## src/rtl/echo_requester.sv

```systemverilog
// Echo requester: issues a run of incrementing request values toward an echo
// responder, checks in-order responses and reports counts, errors and timeouts.
module echo_requester #(
  parameter int MAX_OUTSTANDING = 4,
  parameter int TIMEOUT         = 1024
) (
  input  logic        CLK,
  input  logic        RST,
  input  logic        start__ENA,
  output logic        start__RDY,
  input  logic [15:0] start_count,
  input  logic [31:0] start_seed,
  output logic        echoReq__ENA,
  output logic [31:0] echoReq_v,
  input  logic        echoReq__RDY,
  input  logic        ind_echo__ENA,
  input  logic [31:0] ind_echo_v,
  output logic        busy,
  output logic        done,
  output logic        timeout,
  output logic [15:0] rx_count,
  output logic [15:0] err_count,
  output logic [31:0] first_err_v,
  output logic [1:0]  dbg_state
);

  localparam logic [1:0] IDLE  = 2'd0;
  localparam logic [1:0] SEND  = 2'd1;
  localparam logic [1:0] DRAIN = 2'd2;
  localparam logic [1:0] DONE  = 2'd3;

  localparam logic [3:0]  MAX_OUT   = 4'(MAX_OUTSTANDING);
  localparam logic [16:0] TMO_LIMIT = 17'(TIMEOUT);

  logic [1:0]  state;
  logic [15:0] count;
  logic [31:0] seed;
  logic [15:0] sent;
  logic [3:0]  outstanding;
  logic [15:0] timer;
  logic        err_seen;

  logic active;
  logic issue;
  logic rsp_ok;
  logic rsp_bad;
  logic mismatch;
  logic err_inc;
  logic tmr_hit;

  // Handshake: a request transfers on every cycle echoReq__ENA is high, which
  // is only ever asserted while echoReq__RDY is high; responses are single-cycle
  // strobes that are always accepted.
  always_comb begin
    active   = (state == SEND) || (state == DRAIN);
    issue    = (state == SEND) && echoReq__RDY && (outstanding < MAX_OUT) && (sent < count);
    rsp_ok   = active && ind_echo__ENA && (outstanding != 4'd0);
    rsp_bad  = ind_echo__ENA && !rsp_ok;
    mismatch = rsp_ok && (ind_echo_v != (seed + {16'd0, rx_count}));
    err_inc  = rsp_bad || mismatch;
    tmr_hit  = active && (outstanding != 4'd0) && !ind_echo__ENA &&
               (({1'b0, timer} + 17'd1) == TMO_LIMIT);
  end

  assign start__RDY   = (state == IDLE);
  assign busy         = active;
  assign done         = (state == DONE);
  assign echoReq__ENA = issue;
  assign echoReq_v    = seed + {16'd0, sent};
  assign dbg_state    = state;

  always_ff @(posedge CLK) begin
    if (RST) begin
      state       <= IDLE;
      count       <= 16'd0;
      seed        <= 32'd0;
      sent        <= 16'd0;
      outstanding <= 4'd0;
      timer       <= 16'd0;
      rx_count    <= 16'd0;
      err_count   <= 16'd0;
      first_err_v <= 32'd0;
      err_seen    <= 1'b0;
      timeout     <= 1'b0;
    end else begin
      if (err_inc) begin
        if (err_count != 16'hFFFF) err_count <= err_count + 16'd1;
        if (!err_seen) begin
          first_err_v <= ind_echo_v;
          err_seen    <= 1'b1;
        end
      end
      case (state)
        IDLE: begin
          // A start overrides any stray response seen in the same cycle.
          if (start__ENA) begin
            count       <= start_count;
            seed        <= start_seed;
            sent        <= 16'd0;
            outstanding <= 4'd0;
            timer       <= 16'd0;
            rx_count    <= 16'd0;
            err_count   <= 16'd0;
            first_err_v <= 32'd0;
            err_seen    <= 1'b0;
            timeout     <= 1'b0;
            state       <= (start_count == 16'd0) ? DONE : SEND;
          end
        end
        SEND, DRAIN: begin
          if (issue)  sent     <= sent + 16'd1;
          if (rsp_ok) rx_count <= rx_count + 16'd1;
          case ({issue, rsp_ok})
            2'b10:   outstanding <= outstanding + 4'd1;
            2'b01:   outstanding <= outstanding - 4'd1;
            default: outstanding <= outstanding;
          endcase
          if (ind_echo__ENA)            timer <= 16'd0;
          else if (outstanding != 4'd0) timer <= timer + 16'd1;
          if (tmr_hit) begin
            timeout     <= 1'b1;
            outstanding <= 4'd0;
            state       <= DONE;
          end else if ((state == SEND) && issue && ((sent + 16'd1) == count)) begin
            state <= DRAIN;
          end else if ((state == DRAIN) && rsp_ok && ((rx_count + 16'd1) == count)) begin
            state <= DONE;
          end
        end
        default: state <= IDLE;
      endcase
    end
  end

endmodule

```

## config.mk

```make
export PLATFORM = sky130hd
export DESIGN_NAME = echo_requester
export DESIGN_NICKNAME = d
export VERILOG_FILES = /design/src/rtl/echo_requester.sv
export SDC_FILE = /design/constraint.sdc
export NUM_CORES = 1
export LEC_CHECK = 0
export ABC_AREA = 0
export CAP_MARGIN = 20
export CORE_MARGIN = 5
export CORE_UTILIZATION = 49
export CTS_CLUSTER_DIAMETER = 200
export DETAILED_ROUTE_END_ITERATION = 8
export GPL_ROUTABILITY_DRIVEN = 0
export GPL_TIMING_DRIVEN = 0
export PLACE_DENSITY = 0.78
export SKIP_LAST_GASP = 1
export SYNTH_ARGS = -nofsm -noshare
export SYNTH_HDL_FRONTEND = slang
export SYNTH_SLANG_ARGS = --single-unit
```

## constraint.sdc

```tcl
create_clock -name CLK -period 3.5 [get_ports CLK]
set_clock_uncertainty 0.1 [all_clocks]
set_input_delay 0.7 -clock CLK [delete_from_list [all_inputs] [get_ports CLK]]
set_output_delay 0.7 -clock CLK [all_outputs]
set_load 0.05 [all_outputs]
```

======== Word level (Yosys, flattened, before mapping) ========
Cells that the tools add are included.
operators by class
  $lt $le $gt $ge ......................... 2
  reductions and logical operators ........ 30
  mux-type cells .......................... 32
  add/subtract/negate cells ............... 9
  equality and inequality tests ........... 17
operator list
  operator                                                    count
  2-to-1 mux 16 bit                                           9
  2-to-1 mux 32 bit                                           4
  case mux 16 bit (2 select lines)                            3
  adder 16 x 1 -> 16 bit, second input constant               4
  adder 32 x 16 -> 32 bit                                     2
  == test 16 bit                                              2
  != test 32 bit                                              1
  adder 16 x 1 -> 17 bit, second input constant               1
  == test 17 x 11 -> 1 bit, second input constant             1
  zero test 16 bit                                            1
  less-than comparator 16 bit                                 1
  != test 16 bit, second input constant                       1
  case mux 4 bit (2 select lines)                             2
  AND reduction 3 bit                                         5
  logical AND 1 bit                                           14
  2-to-1 mux 2 bit                                            5
  2-to-1 mux 4 bit                                            2
  != test 2 bit, second input constant                        4
  == test 2 bit, second input constant                        3
  2-to-1 mux 1 bit                                            5
  adder 4 x 1 -> 4 bit, second input constant                 1
  == test 2 x 1 -> 1 bit, second input constant               2
  less-than comparator 4 x 3 -> 1 bit, second input constant  1
  != test 4 x 2 -> 1 bit, second input constant               1
  12 further kinds                                            15
storage, ports and cells
  logic and storage cells ................. 101
  bits in registers ....................... 152

======== Depth between registers and ports, before layout ========
  depth in word-level cells ............... 10
  gate-level depth with buffers ........... 18
  depth with buffers taken out ............ 17

======== Worst setup path after synthesis ========
OpenSTA, ideal clock, no wires.
  path type ............................... register to output
  start ................................... reg sent[0]
  end ..................................... out echoReq_v[24]
  arrival ................................. 3.487 ns
  path buffers ............................ 0
  stages on the path, launching flop included .. 15
  setup slack ............................. -0.787 ns
  data required time ...................... 2.700 ns
  cells stage by stage .................... dfxtp_1 > ha_1 > inv_1 > fa_1 > nor2b_1 > o21ai_0 > a21boi_1 > o21ai_0 > a21oi_1 > a41o_1 > o41a_1 > a211o_1 > a21oi_1 > nor2_1 > xor2_1
between the ends
  longest elaborated chain between the ends .. 1
RTL lines
  item                     RTL line  text
  start, declared          38        logic [15:0] sent;
  start signal, assigned   111       if (issue) sent <= sent + 16'd1;
  adder 32 x 16 -> 32 bit  69        assign echoReq_v = seed + {16'd0, sent};
  end, declared            14        output logic [31:0] echoReq_v,
No other way between the ends.

======== Worst setup path after layout ========
  start ................................... reg seed[0]
  end ..................................... out echoReq_v[22]
between the ends
  longest elaborated chain between the ends .. 1
RTL lines
  item                     RTL line  text
  start, declared          37        logic [31:0] seed;
  start signal, assigned   98        seed <= start_seed;
  adder 32 x 16 -> 32 bit  69
No other way between the ends.

==> run_results.csv <==
group,metric,value,unit
outcome,status,"complete, but fails checks",
outcome,violations,"negative setup slack",
logic_synthesis,synth_area_leaders,"dfxtp_1, nand2_1, ha_1",
clock_tree,clk_latency,440,ps
logic_synthesis,synth_most_common_cell,"nand2_1",
logic_synthesis,synth_flop_cell,"dfxtp_1",
global_route,busiest_layer,"met2",
global_route,grtUsageMet2,0.466,
global_route,grt_max_degree,17,
die,dieWidth,159,um
critical_path,critPathMaxStageDelay,360,ps
sta,period_share,1.24,
place,dpl-instance-area,0.0135,mm^2
sta,worstMarginPinSlew,992,ps
place,place_hpwl,28100,um
critical_path,slowest_stage,"o41a_1",
power,combPwrFrac,0.484,
detailed_routing,drt_wl_total,39300,um
logic_synthesis,syn_area_per_cell,7.48,um^2
flow_run,cap_viol_max_count,0,
clock_tree,cts-root-buf,"clkbuf_16",
sta,fin_ws,-831,ps
cells_and_area,layout.nets,1864,
power,ir_drop,0.892,mV
detailed_routing,postRouteAntennaNets,0,
logic_synthesis,ys_seq_area_frac,0.278,
critical_path,cp_cell_sequence,"ha_4 -> inv_2 -> fa_2 -> nor2b_2 -> o21ai_2 -> a21boi_2 -> o21ai_2 -> a21oi_2 -> a41o_1 -> o41a_1 -> a211o_1 -> a21oi_4 -> buf_12 -> nand2b_4 -> xnor2_2 -> buf_6",
logic_synthesis,synth_cell_types,80,
power,power.sequential.fraction,0.276,
clock_tree,clock_sinks,152,
sta,slew_headroom,0.334,
sta,min_period,4330,ps
logic_synthesis,syn_area,0.0109,mm^2
cells_and_area,synthToLayoutAreaGrowth,39.3,%
hold_path,min_path_cells,2,
sta,rsz0062_at_grt,"true",
logic_synthesis,yosysWarningCount,0,
critical_path,endpoint_kind,"output port",
logic_synthesis,synth_common_cells,"nand2_1, nor2_1, dfxtp_1",
critical_path,r2r-end,"err_count[9]",
critical_path,critPathBufInv,3,
cells_and_area,drive_above_1_share,0.168,
sta,hold_viol_final,0,
detailed_routing,wl_per_cell,19.5,um
critical_path,required,2700,ps
logic_synthesis,syn-num-nets,1611,
global_route,grtUsageMet1,0.384,
hold_path,hold_end,"first_err_v[7]",
critical_path,r2r-start,"rx_count[13]",
critical_path,critPathLaunchType,"register",
critical_path,reg2reg_slack,-460,ps
clock_tree,clk_pin_slew,70,ps
die,fp.dieH,159,um
critical_path,critical_path_class,"register to output port",
power,cellPowerDensity,504,mW/mm^2
power,power_leakage,5.92,nW
global_route,gr-usage-met3,0.0580,
clock_tree,htreeDepth,4,
cells_and_area,fin_area,0.0152,mm^2
hold_path,hp-class,"register to register",
power,switching_share,0.461,
die,start_util,0.500,
global_route,grt_pass1_vias,11300,
sta,slew_viol_final,0,
die,num_rows,54,
global_route,grt_use_total,0.289,
critical_path,cp_top_family,"compound AO/OA/AOI/OAI gates",
power,internal_power,4.14,mW
die,io-pin-count,188,
die,dieArea,0.0254,mm^2
global_route,antenna_found_initial,2,
power,power,7.67,mW
sta,setup_viol,70,
logic_synthesis,synth_top_area_cell,"dfxtp_1",
detailed_routing,dr.pass1.iters,8,
clock_tree,numCtsBuffers,17,
logic_synthesis,ys_seq_elements,152,
critical_path,crit_top_cell,"o21ai_2",
detailed_routing,vias,12200,
global_route,grt_pass1_wl,60600,um
clock_tree,postCtsHoldBufs,0,
logic_synthesis,synth_edf_count,0,
detailed_routing,drt_iter0_drc,1247,
critical_path,worstRegToRegCells,15,
hold_path,hp-start,"first_err_v[7]",
place,portBuffers,187,
power,p_sw,3.53,mW
detailed_routing,post-route-drc-count,0,
sta,max_freq,231,MHz
critical_path,worstPathMaxFanout,8,
die,core_area,0.0219,mm^2
critical_path,crit_arrival,3530,ps
detailed_routing,avgViaCountPerCell,6.07,
logic_synthesis,synth_cells,1463,
logic_synthesis,synthArstFlopShare,0,
power,clockPowerShare,0.241,
clock_tree,cts_tree,"yes",
clock_tree,ctsLongestPathBuffers,2,
global_route,overflow,0,
logic_synthesis,synth_top_area_frac,0.278,
routing by layer:
metal	vias to the layer above	wire (um)
met5	-	13
met1	5743	16100
met2	670	18100
met3	117	3660
li1	5675	-
met4	2	1400
stage by stage:
stage / hold slack, ps / cells / TNS [ps] / worst slack (ps) / util
after global placement: 372 / 1930 / -68700 / -1250 / 0.617
after CTS: 397 / 1994 / -25740 / -852 / 0.675
after detailed placement: 381 / 1930 / -71260 / -1310 / 0.617
final: 393 / 2010 / -29620 / -831 / 0.696
after floorplan: 357 / 1463 / -7800 / -277 / -
after global routing: 414 / 2010 / -39780 / -953 / 0.696
registers in the layout, summed over array words and instances (netlist names):
signal,count
first_err_v,32
seed,32
count,16
err_count,16
rx_count,16
sent,16
timer,16
outstanding,4
dbg_state,2
err_seen,1
timeout,1
worst max-delay path by stage:
| stage | slack (ps) | endpoint | from | cells past startpoint |
|---|---|---|---|---|
| final | -830 | echoReq_v[22] | seed[0] | 16 |
| after CTS | -850 | echoReq_v[22] | seed[0] | 16 |
| after global placement | -1250 | echoReq_v[30] | sent[0] | 15 |
| after global routing | -950 | echoReq_v[22] | seed[0] | 16 |
| after detailed placement | -1310 | echoReq_v[31] | sent[1] | 13 |
| after floorplan | -280 | echoReq_v[28] | sent[0] | 14 |
power groups by stage:
| stage | Combinational (mW) | Sequential, mW | Clock [mW] |
|---|---|---|---|
| final | 3.71 | 2.12 | 1.85 |
| after global routing | 3.96 | 2.13 | 1.93 |
| after CTS | 3.52 | 2.10 | 1.85 |
| after detailed placement | 3.38 | 2.14 | 0 |
| after global placement | 3.34 | 2.13 | 0 |
| after floorplan | 2.16 | 2.26 | 0 |
worst min-delay path, stage by stage (launching register included):
cell and delay, ps:
dfxtp_1 320, mux2i_1 60, nor2_1 70
kinds of logic (layout without fill, tap and decap cells):
logic type                 count (synthesis)  in the layout  synth area share
other                                      0              1                 0
and+or+nand+nor                          623            623             0.270
muxes                                     47             47            0.0432
AOI/OAI and AO/OA                        326            327             0.187
buffers and inverters                    129            394            0.0487
DFF                                      152            152             0.278
xor gates and xnor gates                 123            123            0.0985
adders and majority gates                 63             63            0.0741
placed cells by master, fill, tap and decap left out, types with 11 or more instances in the layout:
cell type	count
nor2_1	149
xor2_1	41
a21o_1	12
buf_6	29
mux2i_1	41
ha_1	51
clkbuf_16	18
a21oi_1	115
buf_2	13
buf_4	38
o21ai_0	57
a21oi_2	12
and3_1	12
xnor2_1	65
nand2_1	206
dfxtp_2	17
nand3_1	54
nor2b_1	12
inv_1	45
nor3_1	42
or3_1	11
dfxtp_1	125
clkdlybuf4s50_1	159
clkbuf_1	50
nand4_1	30
nand2b_1	12
timing repair:
action / in CTS / in global routing
endpoints found under the setup margin: 100 / 94
setup buffers: 32 / 19
gates resized for setup: 248 / 109
pin swaps: 43 / 52
gates cloned: 2 / 0
layout make-up:
cell class	count	area (um^2)
multi-input combinational	1183	8300
fill	1696	6650
sequential	152	3100
timing repair buffer	236	2340
clock buffer	18	450
buffer	78	388
tap	280	350
inverter	48	180
clock inverter	14	129
antenna	1	2.50
No activity file was read; power rests on OpenSTA's default activity.
